**src/rtl/seven_segment_scan_driver.sv**
```systemverilog
// Time-multiplexed, double-buffered driver for NUM_DIGITS common-anode 7-segment digits.
// Optional blink support is compiled in with `define SEG_BLINK_EN.
module seven_segment_scan_driver #(
   parameter int unsigned NUM_DIGITS  = 4,
   parameter int unsigned REFRESH_DIV = 50000,
   parameter int unsigned MAX_VALUE   = 9,
   parameter int unsigned BLINK_DIV   = 64
) (
   input  logic                    clk,
   input  logic                    reset,
   input  logic [4*NUM_DIGITS-1:0] digits_in,
   input  logic [NUM_DIGITS-1:0]   blank_in,
`ifdef SEG_BLINK_EN
   input  logic [NUM_DIGITS-1:0]   blink_in,
`endif
   input  logic                    load,
   output logic                    pending,
   output logic [6:0]              segment,
   output logic [NUM_DIGITS-1:0]   anode,
   output logic                    frame_start
);

   localparam int unsigned DATA_W = 4 * NUM_DIGITS;
   localparam int unsigned DIV_W  = (REFRESH_DIV > 1) ? $clog2(REFRESH_DIV) : 1;
   localparam int unsigned IDX_W  = (NUM_DIGITS > 1) ? $clog2(NUM_DIGITS) : 1;

   generate
      if (NUM_DIGITS < 1 || REFRESH_DIV < 2 || BLINK_DIV < 1) begin : g_bad_param
         $error("seven_segment_scan_driver: illegal parameter value");
      end
   endgenerate

   logic [DIV_W-1:0]      div, div_c;
   logic [IDX_W-1:0]      idx, idx_c;
   logic                  wrapped;
   logic [DATA_W-1:0]     shadow_digits, active_digits;
   logic [NUM_DIGITS-1:0] shadow_blank, active_blank;
   logic                  div_end_c, boundary_c, dark_c;
   logic [3:0]            code_c;
   logic [6:0]            segment_c;
   logic [NUM_DIGITS-1:0] anode_c, blink_mask_c;

   // Glyph for one code; anything above MAX_VALUE renders as a dash
   function automatic logic [6:0] glyph(input logic [3:0] code);
      logic [6:0] g;
      case (code)
         4'h0:    g = 7'b0000001;
         4'h1:    g = 7'b1001111;
         4'h2:    g = 7'b0010010;
         4'h3:    g = 7'b0000110;
         4'h4:    g = 7'b1001100;
         4'h5:    g = 7'b0100100;
         4'h6:    g = 7'b0100000;
         4'h7:    g = 7'b0001111;
         4'h8:    g = 7'b0000000;
         4'h9:    g = 7'b0000100;
         4'hA:    g = 7'b0001000;
         4'hB:    g = 7'b1100000;
         4'hC:    g = 7'b0110001;
         4'hD:    g = 7'b1000010;
         4'hE:    g = 7'b0110000;
         default: g = 7'b0111000;
      endcase
      if (32'(code) > MAX_VALUE) g = 7'b1111110;
      return g;
   endfunction

`ifdef SEG_BLINK_EN
   localparam int unsigned FRM_W = (BLINK_DIV > 1) ? $clog2(BLINK_DIV) : 1;

   logic [FRM_W-1:0]      frame_cnt;
   logic                  phase_on;
   logic [NUM_DIGITS-1:0] shadow_blink, active_blink;

   // Frame counter paces the blink phase; blink bits follow the same double buffer
   always_ff @(posedge clk) begin
      if (reset) begin
         frame_cnt    <= '0;
         phase_on     <= 1'b1;
         shadow_blink <= '0;
         active_blink <= '0;
      end else begin
         if (boundary_c) begin
            if (frame_cnt == FRM_W'(BLINK_DIV - 1)) begin
               frame_cnt <= '0;
               phase_on  <= ~phase_on;
            end else begin
               frame_cnt <= frame_cnt + FRM_W'(1);
            end
            if (pending) active_blink <= shadow_blink;
         end
         if (load) shadow_blink <= blink_in;
      end
   end

   assign blink_mask_c = phase_on ? '0 : active_blink;
`else
   assign blink_mask_c = '0;
`endif

   // Scan sequencing and the glyph/anode for the digit currently indexed
   always_comb begin
      div_c     = div + DIV_W'(1);
      idx_c     = idx;
      code_c    = 4'h0;
      dark_c    = 1'b0;
      anode_c   = '1;
      div_end_c = (div == DIV_W'(REFRESH_DIV - 1));
      boundary_c = div_end_c && (idx == IDX_W'(NUM_DIGITS - 1));
      if (div_end_c) begin
         div_c = '0;
         idx_c = boundary_c ? '0 : idx + IDX_W'(1);
      end
      for (int i = 0; i < NUM_DIGITS; i++) begin
         if (idx == IDX_W'(i)) begin
            code_c     = active_digits[4*i +: 4];
            dark_c     = active_blank[i] | blink_mask_c[i];
            anode_c[i] = 1'b0;
         end
      end
      segment_c = dark_c ? 7'b1111111 : glyph(code_c);
   end

   // Registered state; a load on the boundary cycle lands in the shadow after the transfer
   always_ff @(posedge clk) begin
      if (reset) begin
         div           <= '0;
         idx           <= '0;
         wrapped       <= 1'b0;
         shadow_digits <= '0;
         shadow_blank  <= '0;
         active_digits <= '0;
         active_blank  <= '0;
         pending       <= 1'b0;
         segment       <= 7'b1111111;
         anode         <= '1;
         frame_start   <= 1'b0;
      end else begin
         div         <= div_c;
         idx         <= idx_c;
         wrapped     <= boundary_c;
         segment     <= segment_c;
         anode       <= anode_c;
         frame_start <= wrapped;
         if (boundary_c && pending) begin
            active_digits <= shadow_digits;
            active_blank  <= shadow_blank;
            pending       <= 1'b0;
         end
         if (load) begin
            shadow_digits <= digits_in;
            shadow_blank  <= blank_in;
            pending       <= 1'b1;
         end
      end
   end

endmodule
```
**config.mk**
```make
export PLATFORM = sky130hd
export DESIGN_NAME = seven_segment_scan_driver
export DESIGN_NICKNAME = d
export VERILOG_FILES = /design/src/rtl/seven_segment_scan_driver.sv
export SDC_FILE = /design/constraint.sdc
export NUM_CORES = 1
export LEC_CHECK = 0
export BUFFER_PORTS_ARGS = -buffer_cell sky130_fd_sc_hd__buf_2
export CORE_UTILIZATION = 52
export DETAILED_ROUTE_END_ITERATION = 10
export GPL_TIMING_DRIVEN = 0
export PLACE_DENSITY = 0.8
export RECOVER_POWER = 50
export REMOVE_ABC_BUFFERS = 1
export SLEW_MARGIN = 40
export SYNTH_ARGS = -nofsm -noshare
export SYNTH_HDL_FRONTEND = slang
export SYNTH_SLANG_ARGS = --single-unit
```
**constraint.sdc**
```tcl
create_clock -name clk -period 2.35 [get_ports clk]
set_clock_uncertainty 0.1 [all_clocks]
set_input_delay 0 -clock clk [delete_from_list [all_inputs] [get_ports clk]]
set_output_delay 0 -clock clk [all_outputs]
set_load 0.1 [all_outputs]
```
# Word-level counts from Yosys, hierarchy flattened
# Memories as Yosys holds them, arrays and structs flattened.
# Index checks and enable logic that the tools add are counted.
# op_classes
n_eq_ne,4
mux,16
n_reduce_logical,7
n_lt_le_gt_ge,1
addsub,2
# op_table
cell,count
"adder 16 x 1 -> 16 bit, second input constant",1
"== test 16 bit, second input constant",1
2-to-1 mux 4 bit,4
2-to-1 mux 1 bit,11
"== test 2 bit, second input constant",2
"> comparator 4 bit, second input constant",1
OR reduction 2 bit,2
OR reduction 3 bit,1
"adder 2 x 1 -> 2 bit, second input constant",1
"== test 2 x 1 -> 1 bit, second input constant",1
logical AND 1 bit,2
zero test 2 bit,1
2-to-1 mux 2 bit,1
nonzero test 2 bit,1
# totals
mem_bits_ro,112
out_inout_bits,13
inputBits,23
wordCells,43
regBits,72
mem_count,1
# mem_list
name,depth,word_bits,read_ports,rd_ports_with_merged_regs,wr,line,text
(name not given),16,7,1,0,0,46,case (code)

# Logic depth before layout (Yosys ltp)
# Gate-level depths: netlist (run 1).
# logic_depth
word_depth,7
mapped_depth,11
mapped_depth_nobuf,10

# Worst setup path after synthesis (run 1)
# No wires, ideal clock.
# synth_path
kind,register to register
startpoint,reg idx[1]
endpoint,reg segment[2]
t_arrival_ns,2.355
n_path_buf,1
synth_period_minus_slack_ns,2.516
setup_slack_ns,-0.166
required_ns,2.189
setup_time_ns,0.061
path_stages_with_launch,12
cell_sequence,dfxtp_1 inv_1 ha_1 buf_6 nand3b_1 a221oi_1 inv_1 ha_1 or2b_1 mux2i_1 a22o_1 nand2_1
# synth_via
elab_chain_len,7
elab_cells_between_ends,15
cone_classes,order compare: 1; eq/ne: 3; mux: 8; reduce/logical: 2; memory: 1
# synth_rtl
item,line,text
from (decl),34,"logic [IDX_W-1:0] idx, idx_c;"
from (signal assigned),140,idx <= idx_c;
zero test 2 bit,115,if (idx == IDX_W'(i)) begin
2-to-1 mux 4 bit (4 in a row),115,
> comparator 4 bit,64,if (32'(code) > MAX_VALUE) g = 7'b1111110;
OR reduction 3 bit (no source line),-,
to (signal assigned),142,segment <= segment_c;
to (decl),18,"output logic [6:0] segment,"
# Parallel ways exist; a longest one is shown, timed or not.
# A chain may end at the register's enable or synchronous reset.

# Worst setup path in the final report (run 1)
# layout_path
startpoint,reg idx[0]
endpoint,reg segment[2]
# The elaborated chain is that of the path after synthesis.

==> results of run 1 <==
-- cell type report --
class,instances,share of cell area
multi-input combinational,241,0.429
sequential,72,0.394
timing repair buffer,57,0.101
clock buffer,13,0.0405
tap,72,0.0245
inverter,9,0.00919
clock inverter,1,0.00136
-- timing repair --
action / 4_1_cts / 5_1_grt
setup endpoints to repair: 7 / 26
cloned: 0 / 0
hold endpoints to repair: 20 / 0
hold buffers: 20 / 0
gates resized for setup: 11 / 16
pin swaps: 2 / 2
setup buffers: 1 / 0
-- logic make-up (layout without fill, tap and decap cells) --
kind of cell,after synthesis,after routing
fa+ha+maj,12,12
flops,72,72
xor+xnor,13,13
mux,22,22
compound gates,51,51
simple gates,143,143
buf+inv,27,80
-- per-stage QoR --
step | TNS (ns) | utilization | hold WS [ns] | power, mW
after floorplan | -0.410 | - | -0.0309 | 1.39
after global placement | -2.78 | 0.578 | 0.132 | 1.45
after detailed placement | -3.55 | 0.578 | 0.141 | 1.45
after CTS | -0.0230 | 0.653 | 0.139 | 2.28
after global routing | -0.00176 | 0.659 | 0.0107 | 2.34
final | 0 | 0.659 | 0.00670 | 2.27
-- critical path, stage by stage (launching register included) --
cell and delay (ns):
dfxtp_4 0.37, inv_1 0.17, ha_4 0.25, nor3b_2 0.27
a221oi_4 0.07, buf_4 0.17, ha_2 0.21, or2b_1 0.22
mux2i_1 0.13, a22o_1 0.15, nand2_1 0.05
-- Yosys cell counts (all sizes together), types with 4 or more instances --
cell type / instances / area (um^2)
a21oi: 31 / 155
nor2: 45 / 169
o21ai: 8 / 40.0
inv: 9 / 33.8
mux2i: 22 / 220
ha: 12 / 150
nand3b: 4 / 42.5
buf: 11 / 70.1
clkbuf: 7 / 26.3
nor2b: 4 / 25.0
xor2: 7 / 61.3
dfxtp: 72 / 1440
nand2: 57 / 214
xnor2: 6 / 52.6
nand3: 7 / 35.0
and3: 5 / 31.3
-- power groups by stage --
stage | Combinational (mW) | Sequential [mW] | Clock [mW]
floorplan | 0.0441 | 1.35 | 0
global placement | 0.150 | 1.30 | 0
detailed placement | 0.154 | 1.30 | 0
CTS | 0.179 | 1.27 | 0.830
global route | 0.194 | 1.27 | 0.875
finish | 0.181 | 1.27 | 0.820
-- worst min-delay path by stage --
stage	from	slack (ns)	end	cells after the start
finish	reset	0.007	shadow_blank[0]	2
global route	reset	0.01	shadow_digits[2]	2
CTS	reset	0.14	shadow_digits[5]	2
detailed placement	blank_in[2]	0.14	shadow_blank[2]	3
global placement	digits_in[7]	0.13	shadow_digits[7]	3
floorplan	reset	-0.03	active_blank[0]	1
-- sequential cells by signal, summed over array words and instances (netlist names) --
name and cells:
shadow_digits 16, anode 4, pending 1, wrapped 1, frame_start 1, active_blank 4, active_digits 16, shadow_blank 4
idx 2, div 16, segment 7
-- metal layers --
metal  routed length (um)  GRT usage
met1                 2850      0.253
met2                 2890      0.346
met3                  241     0.0419
met4                  157      0.128
met5                    0          0
==> impl_metrics.json, run 1 <==
{
  "outcome": "finished with violations",
  "failed_checks": "max-capacitance violations, max-slew violations",
  "fin_cells": 465,
  "cts.sinks": 72,
  "async_reset_ff_frac": 0,
  "fillers": 455,
  "yosysUniqueCellTypes": 41,
  "synth_ff_type": "dfxtp_1",
  "die_area_um2": 6180,
  "io_buffers": 35,
  "fin_nets": 425,
  "startpoint": "idx[0]",
  "clk_path_buf_depth": 2,
  "gp_congestion": 0.800,
  "finalSetupViolations": 0,
  "ys_seq_elements": 72,
  "endpoint": "segment[2]",
  "ios": 36,
  "r2r_slack_ns": 0.08,
  "grt.overflow.total": 0,
  "die_x_um": 78.6,
  "p_int_mw": 1.72,
  "stdcell_area_um2": 3680,
  "grt_pass1_wl_um": 9980,
  "num_vias": 2463,
  "register_area_um2": 1450,
  "dp.cells": 429,
  "timing.critical_path.arrival_ns": 2.40,
  "p_sw_mw": 0.552,
  "antenna_found_initial": 0,
  "r2r_start": "idx[0]",
  "synth_xor_area_frac": 0.0373,
  "powerDensity_nw_per_um2": 617,
  "layout_commonest_cell": "dfxtp_1",
  "final_cell_mix": "dfxtp_1 (70), nand2_1 (56), nor2_1 (44), a21oi_1 (31), mux2i_1 (22)",
  "period_share": 0.967,
  "synth_enable_flop_cells": 0,
  "dp_hpwl_um": 3650,
  "multi_input_area_um2": 1580,
  "max_freq_ghz": 0.440,
  "synth_warnings": 0,
  "synth_top_family_by_area": "simple AND/OR/NAND/NOR gates",
  "first_pass_iters": 4,
  "vias_per_cell": 5.30,
  "start_kind": "register",
  "endpoint_kind": "register",
  "pwr-share-seq": 0.559,
  "cts_tree": "done",
  "cts_buffers": 9,
  "r2r-end": "segment[2]",
  "antenna_left": 0,
  "path_clk_slew_ns": 0.07,
  "yosys.area_share.simple": 0.224,
  "hold_viol": 0,
  "drive_above_1_share": 0.132,
  "drc": 0,
  "synth_area_um2": 3050,
  "grt_pass1_vias": 2288,
  "setup_ws_ns": 0.0774,
  "crit_fanout": 9,
  "synth_mux_area_frac": 0.0721,
  "path_class": "reg -> reg",
  "pwr-share-clk": 0.361,
  "comb_power_share": 0.080,
  "h-tree-depth": 3,
  "period_needed_ns": 2.27,
  "core_um2": 5570,
  "place_ws_ns": -0.666,
  "grt_use_total": 0.211,
  "grt_max_degree": 51,
  "holdCritPathClass": "in -> reg",
  "r2r_cells": 10,
  "rows": 27,
  "postPlaceCellArea_um2": 3220,
  "p_sw_frac": 0.243,
  "vdd_drop_max_v": 0.000370,
  "cap_violations": 1,
  "synth_fa_ha_area_frac": 0.0492,
  "postSynthCellCount": 340,
  "slew_headroom": -0.0102,
  "start_util": 0.548,
  "die_y_um": 78.6,
  "clock_latency_ns": 0.34,
  "p_leak_nw": 1.41,
  "ys_seq_area_frac": 0.472,
  "synth_compound_area_frac": 0.102,
  "cts_root_buf": "clkbuf_8",
  "avgRoutedWirePerCell_um": 13.2,
  "syn_avg_cell_area_um2": 8.98,
  "drt_iter0_markers": 174,
  "area_growth_pct": 20.4,
  "routed_wl_um": 6140,
  "n_antenna_cell": 0,
  "drv_slew": 22,
  "max_slew.worst_pin.slew_ns": 1.52,
  "cp.required_ns": 2.48
}
Power figures use the tool's default switching activity.
==> run 2, diff against run 1 <==
--- a/config.mk
+++ b/config.mk
@@ -6,10 +6,10 @@
 export NUM_CORES = 1
 export LEC_CHECK = 0
 export BUFFER_PORTS_ARGS = -buffer_cell sky130_fd_sc_hd__buf_2
-export CORE_UTILIZATION = 52
+export CORE_UTILIZATION = 45
 export DETAILED_ROUTE_END_ITERATION = 10
 export GPL_TIMING_DRIVEN = 0
-export PLACE_DENSITY = 0.8
+export PLACE_DENSITY = 0.72
 export RECOVER_POWER = 50
 export REMOVE_ABC_BUFFERS = 1
 export SLEW_MARGIN = 40
==> constraint.sdc (replaced) <==
create_clock -name clk -period 2.35 [get_ports clk]
set_clock_uncertainty 0.1 [all_clocks]
set_input_delay 0.235 -clock clk [delete_from_list [all_inputs] [get_ports clk]]
set_output_delay 0.235 -clock clk [all_outputs]
set_load 0.1 [all_outputs]
==> run 2 against run 1 <==
  * The run ends with design-rule violations left
  * Final cell count fell by 1.3%
  * Fmax rose by 1.9%
  * Worst setup slack improved by 0.043 ns
  * Via count fell by 5.1%
  * Clock power rose by 32%
  * First-iteration DRC count fell by 44%
  * Global-route usage fell by 3.6 points
  * Critical path depth did not move
  * Combinational power fell by 15%
  * Largest cell class unchanged
==> impl_metrics.json, run 2 (synthesized netlist as in run 1, its figures left out) <==
{
  "outcome": "finished with violations",
  "failed_checks": "design-rule violations",
  "grt.overflow.total": 0,
  "ios": 36,
  "powerDensity_nw_per_um2": 686,
  "rsz0062_at_grt": "no",
  "clk_path_buf_depth": 2,
  "die_y_um": 84.4,
  "max_freq_ghz": 0.449,
  "vias_per_cell": 5.09,
  "hold_slack_ns": 0.0252,
  "n_antenna_cell": 0,
  "cts.sinks": 72,
  "cts_buffers": 9,
  "grt_max_degree": 51,
  "grt_pass1_vias": 2157,
  "cts_tree": "done",
  "period_share": 0.949,
  "cap_violations": 0,
  "io_buffers": 35,
  "cts_root_buf": "clkbuf_8",
  "cp_cell_sequence": "inv_1 > ha_4 > nand3b_1 > a221oi_4 > inv_2 > ha_1 > or2b_1 > mux2i_1 > a22o_1 > nand2_1",
  "top_regs": "active_digits (16), div (16), shadow_digits (16)",
  "area_growth_pct": 19.2,
  "holdCritPathClass": "in -> reg",
  "first_pass_iters": 7,
  "gp_congestion": 0.816,
  "fin_cells": 459,
  "slew_headroom": 0.364,
  "drc": 4,
  "finalSetupViolations": 0,
  "slowest_stage": "dfxtp_4",
  "fillers": 571,
  "vdd_drop_max_v": 0.000383,
  "core_um2": 6460,
  "antenna_left": 0,
  "path_class": "reg -> reg",
  "endpoint_kind": "register",
  "final_cell_mix": "dfxtp_1 (70), nand2_1 (57), nor2_1 (44), buf_2 (34), a21oi_1 (31)",
  "clock_latency_ns": 0.34,
  "grt_use_total": 0.175,
  "dp_hpwl_um": 3650,
  "routed_wl_um": 5880,
  "start_kind": "register",
  "cp_slowest_stage_delay_ns": 0.39,
  "multi_input_area_um2": 1590,
  "timing.critical_path.arrival_ns": 2.42,
  "avgRoutedWirePerCell_um": 12.8,
  "drive_above_1_share": 0.204,
  "start_util": 0.473,
  "hold_viol": 0,
  "cp.required_ns": 2.54,
  "max_slew.worst_pin.slew_ns": 0.954,
  "path_clk_slew_ns": 0.08,
  "dp.cells": 434,
  "die_area_um2": 7120,
  "antenna_found_initial": 0,
  "die_x_um": 84.4,
  "fin_nets": 412,
  "num_vias": 2337,
  "layout_commonest_cell": "dfxtp_1",
  "period_needed_ns": 2.23,
  "register_area_um2": 1450,
  "drt_iter0_markers": 97,
  "drv_slew": 0,
  "h-tree-depth": 3,
  "p_leak_nw": 1.43,
  "rows": 29,
  "crit_fanout": 4,
  "grt_pass1_wl_um": 9800
}
run 2: cell type report:
cell class / instances / area share
clock buffer: 10 / 0.0378
tap: 77 / 0.0265
sequential: 72 / 0.398
inverter: 9 / 0.00928
timing repair buffer: 44 / 0.0688
clock inverter: 6 / 0.0227
multi-input combinational: 241 / 0.437
run 2: routing by layer:
layer	vias up	wire [um]	share of wire	GRT usage
met3	6	241	0.041	0.0442
met5	-	0	0	0
met1	1065	2870	0.49	0.226
met2	50	2700	0.46	0.278
li1	1216	-	-	-
met4	0	71	0.012	0.0786
run 2: through the flow:
stage               area (um^2)  total power [mW]  TNS, ns   util  setup WS [ns]
global route               3640              2.59        0  0.564        0.00549
CTS                        3520              2.52        0  0.545         0.0124
floorplan                  2960              1.39   -0.410      -         -0.164
finish                     3640              2.50        0  0.564          0.121
detailed placement         3230              1.45    -3.58  0.500         -0.685
global placement           3230              1.45    -3.24  0.500         -0.623
run 2: worst max-delay path: cells and delay by family, from the launching register on:
kind / cells / cell delay, ns
buffers and inverters: 2 / 0.21
adder cells (fa/ha/maj): 2 / 0.45
AO/OA/AOI/OAI: 2 / 0.54
multiplexers: 1 / 0.06
AND/OR/NAND/NOR: 3 / 0.42
flip-flops: 1 / 0.39
run 2: what timing repair did:
item	CTS	global route
resized for setup	13	12
buffers inserted	2	6
pin swaps	2	6
endpoints found under the setup margin	7	24
endpoints found under the hold margin	0	0
cloned	0	0
hold buffers	0	0
run 2: where the power goes:
| part | internal (mW) | switching (mW) |
|---|---|---|
| Combinational | 0.0463 | 0.107 |
| Sequential | 1.25 | 0.0175 |
| Clock | 0.621 | 0.456 |
| Total | 1.92 | 0.580 |
run 2: path summary, 6_finish.rpt:
kind	startpoint	to	slack [ns]	cells past startpoint
setup reg to reg	idx[1]	segment[2]	0.12	10
hold / removal	digits_in[6]	shadow_digits[6]	0.03	3
setup / recovery	idx[1]	segment[2]	0.12	10
hold reg to reg	wrapped	frame_start	0.34	1
